===== config.mk =====
export PLATFORM = sky130hd
export DESIGN_NAME = seg7_scan
export DESIGN_NICKNAME = d
export VERILOG_FILES = /design/src/rtl/seg7_pkg.sv /design/src/rtl/seg7_hexdec.sv /design/src/rtl/seg7_scan.sv
export SDC_FILE = /design/constraint.sdc
export NUM_CORES = 1
export LEC_CHECK = 0
export BUFFER_PORTS_ARGS = -buffer_cell sky130_fd_sc_hd__buf_2
export CAP_MARGIN = 5
export CORE_AREA = 5 5 90 92
export DETAILED_ROUTE_END_ITERATION = 16
export DIE_AREA = 0 0 95 97
export PLACE_DENSITY = 0.72
export SYNTH_ARGS = -nofsm -noshare
export SYNTH_HDL_FRONTEND = slang
export SYNTH_SLANG_ARGS = --single-unit

===== constraint.sdc =====
create_clock -name clk -period 2.77 [get_ports clk]
set_input_delay 0.1385 -clock clk [delete_from_list [all_inputs] [get_ports clk]]
set_output_delay 0.1385 -clock clk [all_outputs]
set_load 0.03 [all_outputs]

===== src/rtl/seg7_pkg.sv =====
// Shared segment codes and nibble decode for the 7-segment scan driver.
// All codes are {g,f,e,d,c,b,a}, active-low (common anode).
package seg7_pkg;

  localparam logic [6:0] SEG_BLANK = 7'b1111111;
  localparam logic [6:0] SEG_DASH  = 7'b0111111;
  localparam logic [6:0] SEG_0     = 7'b1000000;
  localparam logic [6:0] SEG_1     = 7'b1111001;
  localparam logic [6:0] SEG_2     = 7'b0100100;
  localparam logic [6:0] SEG_3     = 7'b0110000;
  localparam logic [6:0] SEG_4     = 7'b0011001;
  localparam logic [6:0] SEG_5     = 7'b0010010;
  localparam logic [6:0] SEG_6     = 7'b0000010;
  localparam logic [6:0] SEG_7     = 7'b1111000;
  localparam logic [6:0] SEG_8     = 7'b0000000;
  localparam logic [6:0] SEG_9     = 7'b0010000;
  localparam logic [6:0] SEG_A     = 7'b0001000;
  localparam logic [6:0] SEG_B     = 7'b0000011;
  localparam logic [6:0] SEG_C     = 7'b1000110;
  localparam logic [6:0] SEG_D     = 7'b0100001;
  localparam logic [6:0] SEG_E     = 7'b0000110;
  localparam logic [6:0] SEG_F     = 7'b0001110;

  // Nibbles above 9 show a dash unless hex decoding is selected.
  function automatic logic [6:0] seg7_decode(input logic [3:0] nib, input logic hex);
    logic [6:0] code;
    case (nib)
      4'd0:    code = SEG_0;
      4'd1:    code = SEG_1;
      4'd2:    code = SEG_2;
      4'd3:    code = SEG_3;
      4'd4:    code = SEG_4;
      4'd5:    code = SEG_5;
      4'd6:    code = SEG_6;
      4'd7:    code = SEG_7;
      4'd8:    code = SEG_8;
      4'd9:    code = SEG_9;
      4'd10:   code = hex ? SEG_A : SEG_DASH;
      4'd11:   code = hex ? SEG_B : SEG_DASH;
      4'd12:   code = hex ? SEG_C : SEG_DASH;
      4'd13:   code = hex ? SEG_D : SEG_DASH;
      4'd14:   code = hex ? SEG_E : SEG_DASH;
      4'd15:   code = hex ? SEG_F : SEG_DASH;
      default: code = SEG_BLANK;
    endcase
    return code;
  endfunction

endpackage


===== src/rtl/seg7_hexdec.sv =====
// Combinational nibble-to-segment decoder with a blanking override.
module seg7_hexdec
  import seg7_pkg::*;
(
  input  logic [3:0] i_nib,
  input  logic       i_hex,
  input  logic       i_blank,
  output logic [6:0] o_seg
);

  // Blanking wins over the decoded glyph.
  always_comb begin
    o_seg = SEG_BLANK;
    if (i_blank) begin
      o_seg = SEG_BLANK;
    end else begin
      o_seg = seg7_decode(i_nib, i_hex);
    end
  end

endmodule


===== src/rtl/seg7_scan.sv =====
// Time-multiplexed common-anode 7-segment driver with frame-aligned value commit,
// hex/decimal decode, leading-zero blanking and per-digit decimal points.
module seg7_scan
  import seg7_pkg::*;
#(
  parameter int DIGITS = 4,
  parameter int DIV    = 50000
) (
  input  logic                  clk,
  input  logic                  rst_n,
  input  logic                  load,
  input  logic [4*DIGITS-1:0]   data_in,
  input  logic [DIGITS-1:0]     dp_in,
  input  logic                  hex_mode,
  input  logic                  blank_lz,
  output logic [6:0]            seg,
  output logic [DIGITS-1:0]     an,
  output logic                  dp,
  output logic                  pending
);

  localparam int             CW      = $clog2(DIV);
  localparam int             IW      = (DIGITS > 1) ? $clog2(DIGITS) : 1;
  localparam logic [CW-1:0]  CNT_MAX = CW'(DIV - 1);
  localparam logic [IW-1:0]  IDX_MAX = IW'(DIGITS - 1);

  logic [CW-1:0]         r_cnt;
  logic [IW-1:0]         r_idx;
  logic                  r_run;
  logic [4*DIGITS-1:0]   r_act_data;
  logic [DIGITS-1:0]     r_act_dp;
  logic [4*DIGITS-1:0]   r_pend_data;
  logic [DIGITS-1:0]     r_pend_dp;
  logic                  r_pending;
  logic [6:0]            r_seg;
  logic [DIGITS-1:0]     r_an;
  logic                  r_dp;

  logic                  w_tick;
  logic                  w_boundary;
  logic [IW-1:0]         w_idx_nxt;
  logic [4*DIGITS-1:0]   w_act_data_nxt;
  logic [DIGITS-1:0]     w_act_dp_nxt;
  logic [3:0]            w_nib;
  logic [DIGITS-1:0]     w_lz;
  logic [DIGITS-1:0]     w_an;
  logic [6:0]            w_seg;

  assign w_tick = (r_cnt == CNT_MAX);
  // The first tick after reset is treated as a boundary so the scan opens on digit 0.
  assign w_boundary = w_tick & (~r_run | (r_idx == IDX_MAX));

  // Next digit index and next active value; a load on the boundary bypasses pending.
  always_comb begin
    w_idx_nxt      = r_idx;
    w_act_data_nxt = r_act_data;
    w_act_dp_nxt   = r_act_dp;
    if (w_boundary) begin
      w_idx_nxt = '0;
    end else if (w_tick) begin
      w_idx_nxt = r_idx + IW'(1);
    end else begin
      w_idx_nxt = r_idx;
    end
    if (w_boundary && load) begin
      w_act_data_nxt = data_in;
      w_act_dp_nxt   = dp_in;
    end else if (w_boundary && r_pending) begin
      w_act_data_nxt = r_pend_data;
      w_act_dp_nxt   = r_pend_dp;
    end else begin
      w_act_data_nxt = r_act_data;
      w_act_dp_nxt   = r_act_dp;
    end
  end

  // Leading-zero mask: digit k blanks when it and every digit above it are zero.
  always_comb begin
    logic w_zero_run;
    w_zero_run = 1'b1;
    w_lz       = '0;
    for (int k = DIGITS - 1; k >= 0; k--) begin
      w_zero_run = w_zero_run & (w_act_data_nxt[4*k +: 4] == 4'd0);
      w_lz[k]    = w_zero_run & (k != 0);
    end
  end

  // One-hot-low anode pattern for the next slot.
  always_comb begin
    w_an = '1;
    for (int k = 0; k < DIGITS; k++) begin
      w_an[k] = (w_idx_nxt != IW'(k));
    end
  end

  assign w_nib = w_act_data_nxt[{w_idx_nxt, 2'b00} +: 4];

  seg7_hexdec u_hexdec (
    .i_nib   (w_nib),
    .i_hex   (hex_mode),
    .i_blank (blank_lz & w_lz[w_idx_nxt]),
    .o_seg   (w_seg)
  );

  // Prescaler, scan index and the capture/commit registers.
  always_ff @(posedge clk or negedge rst_n) begin
    if (!rst_n) begin
      r_cnt       <= '0;
      r_idx       <= '0;
      r_run       <= 1'b0;
      r_act_data  <= '0;
      r_act_dp    <= '0;
      r_pend_data <= '0;
      r_pend_dp   <= '0;
      r_pending   <= 1'b0;
    end else begin
      r_cnt      <= w_tick ? '0 : r_cnt + CW'(1);
      r_idx      <= w_idx_nxt;
      r_run      <= r_run | w_tick;
      r_act_data <= w_act_data_nxt;
      r_act_dp   <= w_act_dp_nxt;
      if (load) begin
        r_pend_data <= data_in;
        r_pend_dp   <= dp_in;
      end else begin
        r_pend_data <= r_pend_data;
        r_pend_dp   <= r_pend_dp;
      end
      if (w_boundary) begin
        r_pending <= 1'b0;
      end else if (load) begin
        r_pending <= 1'b1;
      end else begin
        r_pending <= r_pending;
      end
    end
  end

  // Pin drivers change only on slot edges so a slot never glitches.
  always_ff @(posedge clk or negedge rst_n) begin
    if (!rst_n) begin
      r_seg <= SEG_BLANK;
      r_an  <= '1;
      r_dp  <= 1'b1;
    end else if (w_tick) begin
      r_seg <= w_seg;
      r_an  <= w_an;
      r_dp  <= ~w_act_dp_nxt[w_idx_nxt];
    end else begin
      r_seg <= r_seg;
      r_an  <= r_an;
      r_dp  <= r_dp;
    end
  end

  assign seg     = r_seg;
  assign an      = r_an;
  assign dp      = r_dp;
  assign pending = r_pending;

endmodule


[Yosys cells after proc, flatten, opt, wreduce, memory -nomap -nowiden]
Index checks and enable logic that the tools add are counted.
Storage, ports and cells
  flip-flop bits (word level): 72
  input bits: 25
  output and inout bits: 13
  word-level logic and storage cells: 72
Operators by class
  $add $sub $neg: 2
  magnitude comparators: 1
  equality and inequality tests: 20
  shift-type cells: 1
  muxes and demuxes: 21
  bitwise gates (word level): 8
  reductions and logical operators: 8
Operators by type and width (count)
  $pmux W7 S16: 1
  $mux W16: 3
  $eq A4 B4 Y1 const B: 8
  $mux W6: 4
  $add A16 B1 Y16 const B: 1
  $eq A16 B16 Y1 const B: 1
  $eq A4 B3 Y1 const B: 4
  $logic_not A4 Y1: 4
  $shiftx A16 B5 Y4: 1
  $mux W7: 2
  $eq A4 B2 Y1 const B: 2
  $mux W4: 2
  $mux W5: 1
  $and A1 B1 Y1: 4
  $bmux W1 S2: 2
  $eq A4 B1 Y1 const B: 1
  $mux W1: 4
  $mux W2: 2
  $ne A2 B2 Y1 const B: 2
  $reduce_bool A2 Y1: 2
  $lt A2 B3 Y1 const B: 1
  $add A2 B1 Y2 const B: 1
  $eq A2 B2 Y1 const B: 1
  $logic_and A1 B1 Y1: 2
  3 further kinds: 5

[Depth between registers and ports, before layout]
  depth in word-level cells: 13
  gate-level depth with buffers: 14
  gate-level depth less buffers: 11

[Modules after synthesis]
A second synthesis with hierarchy kept.
Unflattened totals
  cell total of the unflattened synthesis: 367
  area total of the unflattened synthesis: 3751.1 um2
By module, submodules not included
  seg7_scan: instances 1, cells each 320, area each 3415.8 um2, sequential area each 1816.7 um2
  seg7_hexdec: instances 1, cells each 47, area each 335.3 um2, sequential area each 0.0 um2

[Least setup slack after synthesis]
No wires, ideal clock.
  path kind: reg2reg
  start point: register r_cnt[0]
  end point: register r_seg[0], in the netlist seg[0]
  library setup time: 0.061 ns
  arrival: 2.802 ns
  setup slack: -0.092 ns
  cell stages (with the launch flop): 12
  clock period less this slack: 2.862 ns
  path through: dfrtp_1 -> ha_1 -> and3_1 -> clkbuf_2 -> and4_1 -> buf_2 -> mux2i_1 -> buf_2 -> mux4_2 -> mux2i_1 -> a222oi_1 -> o22a_1
RTL lines
  start: declaration: RTL line seg7_scan.sv:27  | logic [CW-1:0] r_cnt;
  start signal: assignment: RTL line seg7_scan.sv:117  | r_cnt <= w_tick ? '0 : r_cnt + CW'(1);
  $eq A16 B16 Y1 *: RTL line seg7_scan.sv:49  | assign w_tick = (r_cnt == CNT_MAX);
  $mux W2 / $and A1 B1 Y1 (equally long branches): RTL line seg7_scan.sv:60, seg7_scan.sv:51
  $mux W2 *: RTL line seg7_scan.sv:58  | if (w_boundary) begin
  net w_idx_nxt[0]: RTL line seg7_scan.sv:41  | logic [IW-1:0] w_idx_nxt;
  $shiftx A16 B5 Y4 / $bmux W1 S2 (equally long branches): RTL line seg7_scan.sv:96, seg7_scan.sv:101
  $eq A4 B4 Y1, or another cell as far along: RTL line seg7_pkg.sv:27  | case (nib)
  $pmux W7 S16 / $and A1 B1 Y1 (equally long branches): RTL line seg7_pkg.sv:27, seg7_scan.sv:101
  $mux W7 *: RTL line seg7_hexdec.sv:14  | if (i_blank) begin
  end signal: assignment: RTL line seg7_scan.sv:146  | r_seg <= w_seg;
  end signal: assignment: RTL line seg7_scan.sv:150  | r_seg <= r_seg;
  end: declaration: RTL line seg7_scan.sv:35  | logic [6:0] r_seg;
Mark *: on every way through the listed nets, which the timed path passes. The rest lies on a longest branch. The select of a mux whose other input is x is not followed.
A chain may end at the register's enable or synchronous reset.

[Final worst setup path]
  start point: register r_cnt[7]
  end point: register r_seg[0], in the netlist seg[0]
RTL lines
  $eq A16 B16 Y1 *: RTL line seg7_scan.sv:49
  $and A1 B1 Y1 *: RTL line seg7_scan.sv:51  | assign w_boundary = w_tick & (~r_run | (r_idx == IDX_MAX));
  $logic_and A1 B1 Y1: RTL line seg7_scan.sv:68  | end else if (w_boundary && r_pending) begin
  $mux W16: RTL line seg7_scan.sv:68
  $mux W16 *: RTL line seg7_scan.sv:65  | if (w_boundary && load) begin
  net w_act_data_nxt[7]: RTL line seg7_scan.sv:42  | logic [4*DIGITS-1:0] w_act_data_nxt;
  parallel branches: the longest is 5 deep, another holds $shiftx A16 B5 Y4
  $mux W7 *: RTL line seg7_hexdec.sv:14
Mark *: on every way through the listed nets, which the timed path passes. The select of a mux whose other input is x is not followed.

==> reports/qor.txt <==
ROUTING
--------------------------------------------------------------------------------------------------------
Count of routing violations after the opening detailed-route iteration ....................          181
Final wirelength ..........................................................................      9.08 mm
Vias post-DR ..............................................................................         3150
Final routed DRC violation total ..........................................................            0
Routed Antenna Nets .......................................................................            0
DR pass1 iterations .......................................................................            5
Wire length per cell ...................................................................... 16.5 microns
DR vias/cell ..............................................................................         5.72

STA
--------------------------------------------------------------------------------------------------------
Number of endpoints failing setup at the final stage ......................................            7
Max Slew Vio Count ........................................................................            0
Slew HR ...................................................................................        0.426
Unrepaired setup endpoints after global routing ...........................................          yes
Min Clock Period, post-route ..............................................................      2930 ps
Maximum clock skew at final layout ........................................................      7.97 ps
Transition time at the pin with the least slew margin .....................................       862 ps
Total count of hold-check failures in the final report ....................................            0
PnR worst setup slack .....................................................................      -162 ps
Max Freq ..................................................................................    0.341 GHz
Final clock period utilization by the worst path ..........................................         1.06

POWER
--------------------------------------------------------------------------------------------------------
Power after layout ........................................................................      2200 uW
Worst vdd rail ir drop ....................................................................   0.000260 V
Sw Ratio ..................................................................................        0.256
Internal power component ..................................................................      1640 uW
Leakage component of the power ............................................................   0.00219 uW
Power spent charging and discharging nets .................................................       564 uW
Share of total power in sequential cells ..................................................        0.517
Combinational share of power ..............................................................        0.145
Pwr Density ...............................................................................  452 nW/um^2
Clock power frac ..........................................................................        0.337

CRITICAL PATH
--------------------------------------------------------------------------------------------------------
Buffer and inverter count on the worst path ...............................................            2
Top delay family on crit path ............................................................. compound AO/OA/AOI/OAI gates
Arrival time of the worst setup path ......................................................      3220 ps
Worst-path fanout max .....................................................................            5
Crit. End Element .........................................................................         flop
Delay of the slowest cell on the worst path ...............................................       520 ps
CP Class ..................................................................................   reg -> reg
Crit-path slowest cell ....................................................................       mux4_2
List of cells traversed by the critical path .............................................. nor4b_4 -> nand4_4 -> nor3b_4 -> buf_6 -> a221o_1 -> inv_1 -> mux4_2 -> mux2i_1 -> a222oi_1 -> o22a_1
Setup crit start kind .....................................................................         flop
Required time reported for the critical path endpoint .....................................      3060 ps

YOSYS
--------------------------------------------------------------------------------------------------------
Most numerous cell in the Yosys netlist ...................................................      dfrtp_1
Proportion of synthesized flip-flops having asynchronous set or reset .....................         1.00
Most common library cells after synthesis ................................................. dfrtp_1 (60), nand2_1 (40), nor2_1 (29)
Cell taking the most area after synthesis .................................................      dfrtp_1
Number of distinct library cells after synthesis ..........................................           51
Syn Std Cell Area .........................................................................   3660 sq um
YS warnings ...............................................................................            0
Fraction of post-synthesis cell area in the top cell type by area .........................        0.411
Syn avg cell area .........................................................................   10.6 sq um
Sequential share of the synthesized area ..................................................        0.497
Number of flip-flops and latches in the synthesized netlist ...............................           72
Top flip-flop cell by instance count after synthesis ......................................      dfrtp_1
Number of cells produced by synthesis .....................................................          344
Net count after synthesis .................................................................          371
Count of flip-flops with a built-in enable after synthesis ................................            0
Top cells by area, synth .................................................................. dfrtp_1 (41%), dfstp_2 (8.6%), mux2_2 (5.9%)

STATUS
--------------------------------------------------------------------------------------------------------
Failing checks ............................................................................ negative setup slack
Result of the run ......................................................................... finished with violations

GLOBAL ROUTE
--------------------------------------------------------------------------------------------------------
Global-route wire length before repair ....................................................      14.9 mm
GR Overflow Total .........................................................................            0
Vias in the first global route ............................................................         3174
Maximum number of pins on one net before global-route repair ..............................           38
GRT Overall Usage .........................................................................        0.204
Initial antenna violation count ...........................................................            0

FLOORPLAN
--------------------------------------------------------------------------------------------------------
Core area .................................................................................   7140 sq um
DIE WIDTH .................................................................................   95 microns
Num ports .................................................................................           38
Number of standard-cell rows in the floorplan .............................................           31
Effective utilization at floorplan ........................................................        0.512
DIE HEIGHT ................................................................................   97 microns
Area enclosed by the die boundary .........................................................   9220 sq um

CLOCKING
--------------------------------------------------------------------------------------------------------
Clock net sink count ......................................................................           72
Maximum clock path buffer count ...........................................................            2
Latest clock arrival within the worst-skew pair ...........................................       340 ps
Clock tree root driver cell ...............................................................     clkbuf_8
CTS buffer count ..........................................................................            9
Post-CTS clock slew at the launch and capture registers of the worst setup and hold paths .        70 ps
H-Tree Level Count ........................................................................            3
CTS tree ..................................................................................          yes

PLACE
--------------------------------------------------------------------------------------------------------
Count of buffers from port buffering ......................................................           37
Cell count after placement ................................................................          516
Placer congestion estimate ................................................................        0.884
Detailed placer's ending HPWL .............................................................      6.12 mm

FINAL LAYOUT
--------------------------------------------------------------------------------------------------------
Non-filler instance count after layout ....................................................          551
Count of inserted antenna diode cells .....................................................            0
Layout cells sized above 1 ................................................................        0.442
Area added between synthesis and finish ...................................................        33.3%
Final Net Count ...........................................................................          475

WORST HOLD PATH
--------------------------------------------------------------------------------------------------------
Hold/Removal Path Class ...................................................................    in -> reg

FLOW RUN
--------------------------------------------------------------------------------------------------------
Max-cap check violation count .............................................................            0

## state kept, by name, indices dropped and copies added, names as in the netlist
name and count:
r_act_data 16, r_cnt 16, r_pend_data 16, seg 7, an 4, r_act_dp 4, r_pend_dp 4, r_idx 2
dp 1, pending 1, r_run 1
## layer usage
metal / wire, microns / share of wire / GRT usage / vias up
li1: - / - / - / 1476
met1: 4080 / 0.45 / 0.277 / 1561
met2: 4350 / 0.48 / 0.315 / 92
met3: 486 / 0.054 / 0.0450 / 21
met4: 165 / 0.018 / 0.0799 / 0
met5: 0 / 0 / 0 / -
## path summary, 6_finish.rpt
path	startpoint	to	slack (ps)	depth (start not counted)
worst max-delay path	r_cnt[7]	seg[0]	-160	10
worst min-delay path	data_in[11]	r_pend_data[11]	30	2
worst max register to register	r_cnt[7]	seg[0]	-160	10
worst min register to register	an[0]	an[0]	480	2
max in group asynchronous	rst_n	r_pend_data[0]	1640	3
min in group asynchronous	rst_n	r_cnt[12]	440	2
## stage by stage
stage | area, sq um | utilization | hold slack, ps | worst slack (ps) | TNS (ps)
detailed placement | 4320 | 0.606 | 302 | -223 | -947
global placement | 4320 | 0.606 | 303 | -174 | -629
floorplan | 3670 | - | -157 | -11.1 | -11.1
finish | 4870 | 0.683 | 26.9 | -162 | -636
CTS | 4730 | 0.662 | 7.76 | -63.9 | -223
global route | 4870 | 0.683 | 9.60 | -314 | -1390
## power groups by stage
stage                     clock (uW)  combinational [uW]  sequential (uW)
after floorplan                    0                 150             1150
after global placement             0                 254             1150
after detailed placement           0                 261             1160
after CTS                        760                 287             1140
after global routing             808                 347             1150
final                            743                 320             1140
## placed cells by master, fill, tap and decap left out, drive strengths merged, types with 7 or more instances in the layout
master	synthesis	final
buf	10	112
dfrtp	60	60
nand2	40	40
nor2	29	29
mux2	19	19
a221o	17	17
clkbuf	11	15
o31ai	14	14
dfstp	12	12
nand3	11	11
o21ai	11	11
a21oi	10	10
xor2	9	9
inv	8	8
o22ai	8	8
nand2b	8	8
mux2i	7	7
## layout make-up
cell class                      count  area (sq um)
Sequential cell                    72          1820
Tap cell                           99           124
Inverter                            8          30.0
Fill cell                         551          2260
Multi-Input combinational cell    244          1890
Timing Repair Buffer              113           846
Clock buffer                       15           166
## cell families (layout without fill, tap and decap cells)
logic type / Yosys count / in the layout / share of synthesized area
DFF: 72 / 72 / 0.497
adders and majority gates: 2 / 2 / 0.00684
xor gates and xnor gates: 14 / 14 / 0.0335
buffers and inverters: 29 / 136 / 0.0373
and+or+nand+nor: 118 / 119 / 0.170
muxes: 27 / 27 / 0.0873
AOI/OAI and AO/OA: 82 / 82 / 0.168
## timing repair
item / CTS / global route
pin swaps: 18 / 15
buffers inserted: 7 / 9
endpoints found under the setup margin: 7 / 7
resized for setup: 35 / 19
hold endpoints to repair: 24 / 0
hold buffers: 1 / 0
cloned: 3 / 0
(Power assumes the default switching activity.)
